File: config.mk
export PLATFORM = sky130hd
export DESIGN_NAME = compare_filter
export DESIGN_NICKNAME = d
export VERILOG_FILES = /design/src/rtl/compare_pkg.sv /design/src/rtl/sat_counter.sv /design/src/rtl/compare_filter.sv
export SDC_FILE = /design/constraint.sdc
export NUM_CORES = 1
export LEC_CHECK = 0
export ABC_AREA = 1
export BUFFER_PORTS_ARGS = -buffer_cell sky130_fd_sc_hd__buf_2
export CAP_MARGIN = 5
export CORE_ASPECT_RATIO = 0.8
export CORE_MARGIN = 4
export CORE_UTILIZATION = 44
export CTS_CLUSTER_DIAMETER = 30
export DETAILED_ROUTE_END_ITERATION = 10
export GPL_ROUTABILITY_DRIVEN = 1
export PLACE_DENSITY = 0.6
export SYNTH_ARGS = -nofsm -noshare
export SYNTH_HDL_FRONTEND = slang
export SYNTH_SLANG_ARGS = --single-unit
File: constraint.sdc
create_clock -name clk -period 2.9 [get_ports clk]
set_input_delay 0.145 -clock clk [delete_from_list [all_inputs] [get_ports clk]]
set_output_delay 0.145 -clock clk [all_outputs]
set_load 0.02 [all_outputs]
File: src/rtl/compare_pkg.sv
// compare_pkg: shared definitions for the comparator result path.
// Holds the 2-bit relationship codes used by the comparator consumers and the
// display logic, the persistence-filter FSM encodings, and the flag decode
// helpers.
package compare_pkg;

    // Width of a relationship code.
    localparam int CODE_W = 2;

    // Width of the internal persistence run counter (HOLD is at most 255).
    localparam int RUN_W = 8;

    // Relationship codes.
    localparam logic [CODE_W-1:0] RES_NONE = 2'b00;
    localparam logic [CODE_W-1:0] RES_LT   = 2'b01;
    localparam logic [CODE_W-1:0] RES_EQ   = 2'b10;
    localparam logic [CODE_W-1:0] RES_GT   = 2'b11;

    // Filter state, derived from the valid/candidate/result registers.
    typedef enum logic [1:0] {
        ST_UNLOCKED = 2'b00,
        ST_TRACKING = 2'b01,
        ST_PENDING  = 2'b10
    } filt_state_e;

    // True when exactly one of {lt, eq, gt} is set.
    function automatic logic flags_one_hot(input logic [2:0] flags);
        return (flags == 3'b100) || (flags == 3'b010) || (flags == 3'b001);
    endfunction

    // Map {lt, eq, gt} to a relationship code; non-one-hot patterns give NONE.
    function automatic logic [CODE_W-1:0] flags_to_code(input logic [2:0] flags);
        logic [CODE_W-1:0] code;
        case (flags)
            3'b100:  code = RES_LT;
            3'b010:  code = RES_EQ;
            3'b001:  code = RES_GT;
            default: code = RES_NONE;
        endcase
        return code;
    endfunction

endpackage

File: src/rtl/sat_counter.sv
// sat_counter: up-counter that saturates at a runtime limit.
// Ports:
//   clk    system clock, rising-edge state updates
//   reset  synchronous active-high reset (count -> 0)
//   inc    increment request (no effect once count has reached limit)
//   clr    clear request; clr together with inc loads 1 (clear, then increment)
//   limit  saturation value
//   count  registered counter value
module sat_counter #(
    parameter int WIDTH = 8
) (
    input  logic             clk,
    input  logic             reset,
    input  logic             inc,
    input  logic             clr,
    input  logic [WIDTH-1:0] limit,
    output logic [WIDTH-1:0] count
);

    logic [WIDTH-1:0] count_r;
    logic [WIDTH-1:0] count_next_s;

    // Next-value selection: clear first, then a saturating increment.
    always_comb begin
        count_next_s = count_r;
        if (clr && inc) begin
            if (limit == {WIDTH{1'b0}}) begin
                count_next_s = {WIDTH{1'b0}};
            end else begin
                count_next_s = {{(WIDTH-1){1'b0}}, 1'b1};
            end
        end else if (clr) begin
            count_next_s = {WIDTH{1'b0}};
        end else if (inc) begin
            if (count_r < limit) begin
                count_next_s = count_r + {{(WIDTH-1){1'b0}}, 1'b1};
            end else begin
                count_next_s = count_r;
            end
        end else begin
            count_next_s = count_r;
        end
    end

    // Counter register.
    always_ff @(posedge clk) begin
        if (reset) begin
            count_r <= {WIDTH{1'b0}};
        end else begin
            count_r <= count_next_s;
        end
    end

    assign count = count_r;

endmodule

File: src/rtl/compare_filter.sv
// compare_filter: persistence filter for the magnitude comparator flags.
// A relationship code is accepted once it has been seen on HOLD consecutive
// qualified samples; each accepted change pulses `change` and bumps a
// saturating change counter.
// Ports:
//   clk          system clock, rising-edge state updates
//   reset        synchronous active-high reset
//   lt, eq, gt   raw comparator flags
//   sample_en    qualifies the flags for this cycle
//   clear_count  synchronous clear of count
//   result       accepted code (00 NONE, 01 LT, 10 EQ, 11 GT)
//   valid        a result has been accepted since reset
//   change       one-cycle pulse after a new result is accepted
//   error        one-cycle pulse after a non-one-hot qualified sample
//   count        number of accepted changes, saturating at all-ones
module compare_filter
    import compare_pkg::*;
#(
    parameter int HOLD   = 4,
    parameter int CWIDTH = 8
) (
    input  logic              clk,
    input  logic              reset,
    input  logic              lt,
    input  logic              eq,
    input  logic              gt,
    input  logic              sample_en,
    input  logic              clear_count,
    output logic [CODE_W-1:0] result,
    output logic              valid,
    output logic              change,
    output logic              error,
    output logic [CWIDTH-1:0] count
);

    localparam logic [RUN_W-1:0] HOLD_LIM    = RUN_W'(HOLD);
    localparam logic             HOLD_IS_ONE = (HOLD == 1) ? 1'b1 : 1'b0;

    logic [2:0]        flags_s;
    logic              code_ok_s;
    logic [CODE_W-1:0] code_s;
    logic              bad_sample_s;
    logic              run_hit_same_s;

    logic              run_inc_s;
    logic              run_clr_s;
    logic              accept_s;
    logic [CODE_W-1:0] cand_next_s;
    logic [CODE_W-1:0] result_next_s;
    filt_state_e       state_next_s;

    logic [RUN_W-1:0]  run_r;
    logic [CODE_W-1:0] cand_r;
    logic [CODE_W-1:0] result_r;
    logic              change_r;
    logic              error_r;
    filt_state_e       state_r;
    logic [CWIDTH-1:0] count_r;

    assign flags_s      = {lt, eq, gt};
    assign code_ok_s    = flags_one_hot(flags_s);
    assign code_s       = flags_to_code(flags_s);
    assign bad_sample_s = sample_en && !code_ok_s;

    // The run saturates at HOLD, so "updated run == HOLD" is run+1 >= HOLD;
    // widened by one bit so run+1 cannot wrap.
    assign run_hit_same_s = ({1'b0, run_r} + {{RUN_W{1'b0}}, 1'b1}) >= {1'b0, HOLD_LIM};

    // Candidate tracking and acceptance decision for the current sample.
    always_comb begin
        run_inc_s     = 1'b0;
        run_clr_s     = 1'b0;
        accept_s      = 1'b0;
        cand_next_s   = cand_r;
        result_next_s = result_r;
        if (bad_sample_s) begin
            run_clr_s   = 1'b1;
            cand_next_s = RES_NONE;
        end else if (sample_en) begin
            run_inc_s = 1'b1;
            if (code_s == cand_r) begin
                accept_s = run_hit_same_s && (code_s != result_r);
            end else begin
                // clr with inc restarts the run at one for the new candidate
                run_clr_s   = 1'b1;
                cand_next_s = code_s;
                accept_s    = HOLD_IS_ONE && (code_s != result_r);
            end
            if (accept_s) begin
                result_next_s = code_s;
            end else begin
                result_next_s = result_r;
            end
        end else begin
            cand_next_s   = cand_r;
            result_next_s = result_r;
        end
    end

    // Filter state: unlocked until the first accept, then tracks whether the
    // candidate agrees with the accepted result.
    always_comb begin
        state_next_s = state_r;
        case (state_r)
            ST_UNLOCKED: begin
                if (accept_s) begin
                    state_next_s = ST_TRACKING;
                end else begin
                    state_next_s = ST_UNLOCKED;
                end
            end
            ST_TRACKING, ST_PENDING: begin
                if (cand_next_s == result_next_s) begin
                    state_next_s = ST_TRACKING;
                end else begin
                    state_next_s = ST_PENDING;
                end
            end
            default: state_next_s = ST_UNLOCKED;
        endcase
    end

    // Filter registers and output pulses.
    always_ff @(posedge clk) begin
        if (reset) begin
            state_r  <= ST_UNLOCKED;
            cand_r   <= RES_NONE;
            result_r <= RES_NONE;
            change_r <= 1'b0;
            error_r  <= 1'b0;
        end else begin
            state_r  <= state_next_s;
            cand_r   <= cand_next_s;
            result_r <= result_next_s;
            change_r <= accept_s;
            error_r  <= bad_sample_s;
        end
    end

    sat_counter #(
        .WIDTH (RUN_W)
    ) u_run (
        .clk   (clk),
        .reset (reset),
        .inc   (run_inc_s),
        .clr   (run_clr_s),
        .limit (HOLD_LIM),
        .count (run_r)
    );

    sat_counter #(
        .WIDTH (CWIDTH)
    ) u_count (
        .clk   (clk),
        .reset (reset),
        .inc   (accept_s),
        .clr   (clear_count),
        .limit ({CWIDTH{1'b1}}),
        .count (count_r)
    );

    assign result = result_r;
    assign valid  = (state_r != ST_UNLOCKED);
    assign change = change_r;
    assign error  = error_r;
    assign count  = count_r;

endmodule

# Word level (Yosys, flattened, before mapping)
# Cells that the tools add are included.
[classes]
add_sub_neg = 3
n_mul = 0
n_div = 0
magnitude_cmp = 3
n_eq_ne = 8
shifts = 0
n_mux = 28
bitwise_logic = 0
reduce_logical = 20
[op_table]
columns = ["cell", "n"]
rows = [
  ["two-way mux 1 bit", 19],
  ["adder 8 x 1 -> 8 bit (second input constant)", 2],
  ["two-way mux 2 bit", 7],
  ["nonzero test 3 bit", 4],
  ["adder 8 x 1 -> 9 bit (second input constant)", 1],
  [">= comparator 9 x 3 -> 1 bit (second input constant)", 1],
  ["less-than comparator 8 x 3 -> 1 bit (second input constant)", 1],
  ["less-than comparator 8 bit (second input constant)", 1],
  ["AND reduction 2 bit", 4],
  ["case mux 2 bit (3 select lines)", 1],
  ["OR reduction 3 bit", 2],
  ["equality test 2 bit", 2],
  ["logical AND 1 bit", 4],
  ["case mux 2 bit (2 select lines)", 1],
  ["equality test 3 x 1 -> 1 bit (second input constant)", 1],
  ["equality test 3 x 2 -> 1 bit (second input constant)", 1],
  ["equality test 3 bit (second input constant)", 1],
  ["equality test 2 x 1 -> 1 bit (second input constant)", 1],
  ["equality test 2 bit (second input constant)", 1],
  ["logical NOT 2 bit", 1],
  ["logical OR 1 bit", 2],
  ["!= test 2 bit", 1],
  ["nonzero test 2 bit", 1],
  ["OR reduction 2 bit", 1],
  ["logical NOT 1 bit", 1],
]
[word_totals]
reg_bits = 24
latch_bits = 0
mem_bits_rw = 0
rom_bits = 0
input_bits = 7
out_inout_bits = 13
word_cells = 71
mem_count = 0

# Longest topological paths before layout
[logic_depth]
ltp_word = 13
mapped_depth = 15
mapped_depth_nobuf = 15

# By module
# Synthesis repeated with hierarchy kept, for this count alone.
[hier_totals]
hier_cells = 301
area_unflattened_um2 = 1938.1
[by_module_without_submodules]
columns = ["module", "instances", "cells_each", "area_each_um2", "seq_area_each_um2"]
rows = [
  ["sat_counter", 2, 104, 671.9, 160.2],
  ["compare_filter", 1, 93, 594.3, 160.2],
]

# Worst setup path after synthesis
# Ideal clock, no wire load.
[synth_path]
kind = "register -> register"
startpoint = "register u_run.count_r[0], in the netlist u_run.count[0]"
endpoint = "register u_count.count_r[5], in the netlist u_count.count[5]"
t_arrival_ns = 1.431
path_slack_ns = 1.351
path_stages_with_launch = 14
path_buffers = 0
period_less_slack_ns = 1.549
cell_sequence = "dfxtp_1 -> ha_1 -> inv_1 -> nand2_1 -> nand3_1 -> nor2_1 -> nor2_2 -> nand3_4 -> clkinv_2 -> nand2_4 -> inv_4 -> nand2_4 -> nor3_1 -> nor2_1"
[synth_between]
elab_chain_cells = 10
elab_cells_between_ends = 11
[synth_rtl]
columns = ["item", "line_no", "source"]
rows = [
  ["from (decl)", "sat_counter.sv:20", "logic [WIDTH-1:0] count_r;"],
  ["from (signal assigned)", "sat_counter.sv:48", "count_r <= {WIDTH{1'b0}};"],
  ["from (signal assigned)", "sat_counter.sv:50", "count_r <= count_next_s;"],
  ["adder 8 x 1 -> 9 bit (*)", "compare_filter.sv:67", "assign run_hit_same_s = ({1'b0, run_r} + {{RUN_W{1'b0}}, 1'b1}) >= {1'b0, HOLD_LIM};"],
  [">= comparator 9 x 3 -> 1 bit (*)", "compare_filter.sv:67", ""],
  ["logical AND 1 bit (*)", "compare_filter.sv:82", "accept_s = run_hit_same_s && (code_s != result_r);"],
  ["two-way mux 1 bit (*)", "compare_filter.sv:81", "if (code_s == cand_r) begin"],
  ["two-way mux 1 bit (*)", "compare_filter.sv:79", "end else if (sample_en) begin"],
  ["two-way mux 1 bit (*)", "compare_filter.sv:76", "if (bad_sample_s) begin"],
  ["two-way mux 1 bit (*)", "compare_filter.sv:79", ""],
  ["two-way mux 1 bit (*)", "compare_filter.sv:76", ""],
  ["logical AND 1 bit", "sat_counter.sv:26", "if (clr && inc) begin"],
  ["OR reduction 3 bit (no source line)", "-", ""],
  ["to (signal assigned)", "sat_counter.sv:48", ""],
  ["to (signal assigned)", "sat_counter.sv:50", ""],
  ["to (decl)", "sat_counter.sv:20", ""],
]
# Every way passes the cells marked *; elsewhere a longest branch is shown, timed or not. The select of a mux whose other input is x is not followed.
# A chain may end at the register's enable or synchronous reset.

# Worst setup path in the final report
[layout_path]
startpoint = "register u_run.count_r[0], in the netlist u_run.count[0]"
endpoint = "register state_r[0]"
[layout_between]
elab_chain_cells = 12
elab_cells_between_ends = 15
[layout_rtl]
columns = ["item", "line_no", "source"]
rows = [
  ["adder 8 x 1 -> 9 bit (*)", "compare_filter.sv:67", ""],
  [">= comparator 9 x 3 -> 1 bit (*)", "compare_filter.sv:67", ""],
  ["logical AND 1 bit (*)", "compare_filter.sv:82", ""],
  ["two-way mux 1 bit (*)", "compare_filter.sv:81", ""],
  ["two-way mux 1 bit (*)", "compare_filter.sv:79", ""],
  ["two-way mux 1 bit (*)", "compare_filter.sv:76", ""],
  ["two-way mux 2 bit", "compare_filter.sv:89", "if (accept_s) begin"],
  ["two-way mux 2 bit", "compare_filter.sv:79", ""],
  ["two-way mux 2 bit", "compare_filter.sv:76", ""],
  ["equality test 2 bit", "compare_filter.sv:113", "if (cand_next_s == result_next_s) begin"],
  ["two-way mux 2 bit", "compare_filter.sv:113", ""],
  ["case mux 2 bit (2 select lines) (*)", "compare_filter.sv:104", "case (state_r)"],
  ["to (signal assigned)", "compare_filter.sv:132", "state_r <= state_next_s;"],
  ["to (decl)", "compare_filter.sv:57", "filt_state_e state_r;"],
]
# Marked as above.

==> metrics.yaml <==
status: "finished, final reports clean"
syn_area_mm2: 0.00138
syn_avg_cell_area_um2: 6.92
start_util_pct: 47.8
chipHeight_um: 58.2
dpl.hpwl_mm: 2.32
antenna_found_initial: 0
setup_viol: 0
synth-seq-area-share_pct: 34.7
yosys_warnings: 0
core-area_mm2: 0.00289
holdBufCountCts: 0
hold_ws_ps: 164
yosysUniqueCellTypes: 30
rrSetupSlack_ps: 1140
yosys.area.top_type: "dfxtp_1"
place_area_mm2: 0.00152
dieArea_mm2: 0.00411
cp-end-kind: "register"
rsz0062_at_grt: "false"
finalCritPeriodShare_pct: 60.6
finClkSkew_ps: 6.33
dr.first_iter.drc_count: 119
firstDrtPassIters: 4
startpoint_type: "register"
worstPathArrival_ps: 1950
path_cells: "ha_1, inv_1, nand2_1, nand2_1, nor2_1, nand2_1, nand3_1, nor2_1, nand3_1, nand2_1, nand2_1, nand2_1, nand3_1, a21oi_1"
max_freq_mhz: 569
yosys_most_used_dff: "dfxtp_1"
ant_nets: 0
cp_max_fo: 5
drc: 0
synthTopCellsByCount: "39 x nand2_1, 29 x inv_1, 24 x dfxtp_1"
crit_slowest_cell: "dfxtp_1"
syn-num-nets: 212
rr_startpoint: "u_run.count[0]$_SDFFE_PP0P_"
hp-class: "in2reg"
cts_buffers: 3
cts_resized: 0
grt_start_max_net_pins: 15
h-tree-depth: 1
final_nets: 234
cts.sinks: 24
criticalPathCategory: "reg2reg"
synth.area.top_cells: "dfxtp_1 35%, nand2_1 11%, inv_1 7.9%, nand3_1 7.6%, nor2_1 6.0%"
cpMostUsedCell: "nand2_1"
tightestPinTransition_ps: 437
area_delta_synth_final_pct: 14.8
max-vdd-ir-drop_uv: 236
grt_pass1_vias: 1149
clock_path_buffers: 2
reg2reg_to: "state_r[0]$_SDFF_PP0_"
finalInstanceArea_mm2: 0.00159
holdPathStages: 2
cts_tree: "done"
ys_seq_elements: 24
portBuffers: 19
yosysMostFrequentCell: "nand2_1"
worst-endpoint-required_ps: 3090
io_pins: 20
grt_use_total_pct: 14.8
fill_cells: 275
synthCells: 200
power.total_uw: 698
tns_ps: 0
post_cts_buffers: 0
slew_headroom_pct: 70.6
cp_slowest_stage_delay_ps: 360
cts-root-buf: "clkbuf_8"
cts.reportedPaths.clkPinSlew_ps: 80
critPathBufInv: 1
die_w_um: 70.7
hold_viol: 0
cp-endpoint: "state_r[0]$_SDFF_PP0_"
synth_top_area_share_pct: 34.7
gp_congestion: 0.882
antenna_cells: 0
maxCapViolations: 0
grt-ovfl-total: 0
vias: 1267
synthArstFlopShare_pct: 0
p_leak_nw: 0.772
rows: 17
vias_per_cell: 4.89
utilization_pct: 54.9
grt_pass1_wl_mm: 4.97
slew_viol_final: 0
cp-startpoint: "u_run.count[0]$_SDFFE_PP0P_"
clk_latency_ps: 270
wirelength_mm: 2.83
power_density_mw_per_mm2: 439
final_layout_size_suffix_gt1_share_pct: 20.8
wl_per_cell_um: 10.9
cp.depth: 14
min_period_ps: 1760
crit_family: "simple AND/OR/NAND/NOR gates"
r2r_cells: 14
synth_edf_count: 0
routing by layer:
metal	GRT usage, %	vias up	routed length, µm
met1	20.5	554	1370
met5	0	-	0
met2	23.5	26	1300
li1	-	683	-
met4	3.22	0	25
met3	3.64	4	133
sequential cells by signal, summed over array words and instances (netlist names):
| register | count |
|---|---|
| u_count.count | 8 |
| u_run.count | 8 |
| cand_r | 2 |
| result | 2 |
| state_r | 2 |
| change | 1 |
| error | 1 |
power breakdown:
group          leakage (nW)  internal [mW]  total (mW)  switching (mW)
Sequential            0.194          0.333       0.336         0.00340
Clock                0.0357          0.185       0.290           0.105
Combinational         0.542         0.0233      0.0715          0.0482
Total                 0.772          0.541       0.698           0.157
layout make-up:
class | count | area (µm²) | area share (%)
clock buffer | 3 | 41.3 | 2.60
timing repair buffer | 19 | 95.1 | 5.98
tap | 38 | 47.5 | 2.99
sequential | 24 | 480 | 30.2
inverter | 34 | 131 | 8.27
multi-input combinational | 140 | 763 | 48.0
clock inverter | 1 | 30.0 | 1.89
layout by cell type (no fill, tap or decap), drive strengths merged:
| master | count |
|---|---|
| nand2 | 49 |
| inv | 33 |
| dfxtp | 24 |
| nand3b | 1 |
| and3 | 1 |
| clkbuf | 3 |
| nor3b | 2 |
| ha | 5 |
| nand4 | 5 |
| nor2 | 24 |
| clkinv | 1 |
| nor3 | 4 |
| or2 | 1 |
| o21a | 2 |
| buf | 19 |
| xnor2 | 1 |
| o21ai | 9 |
| a21oi | 12 |
| bufinv | 1 |
| nand3 | 24 |
through the flow:
stage               std cells  setup WS (ps)
floorplan                 200           1350
global placement          255           1230
detailed placement        255           1190
CTS                       259           1130
global route              259            927
finish                    259           1140
worst min path at each step:
stage                                startpoint                             to  slack [ps]
detailed placement  u_run.count[4]$_SDFFE_PP0P_    u_run.count[4]$_SDFFE_PP0P_         420
CTS                                       reset           result[1]$_SDFF_PP0_         160
global route                              reset           result[1]$_SDFF_PP0_         170
floorplan                           clear_count  u_count.count[5]$_SDFFE_PP0P_         350
global placement    u_run.count[5]$_SDFFE_PP0P_    u_run.count[5]$_SDFFE_PP0P_         420
finish                                    reset           result[1]$_SDFF_PP0_         160
kinds of logic after synthesis:
| family | Yosys count | synth area share [%] |
|---|---|---|
| compound gates | 23 | 8.95 |
| xor+xnor | 1 | 0.633 |
| fa+ha+maj | 5 | 4.52 |
| buf+inv | 36 | 10.1 |
| flops | 24 | 34.7 |
| simple gates | 111 | 41.0 |
Note: power is estimated with default switching activity, not from simulation.
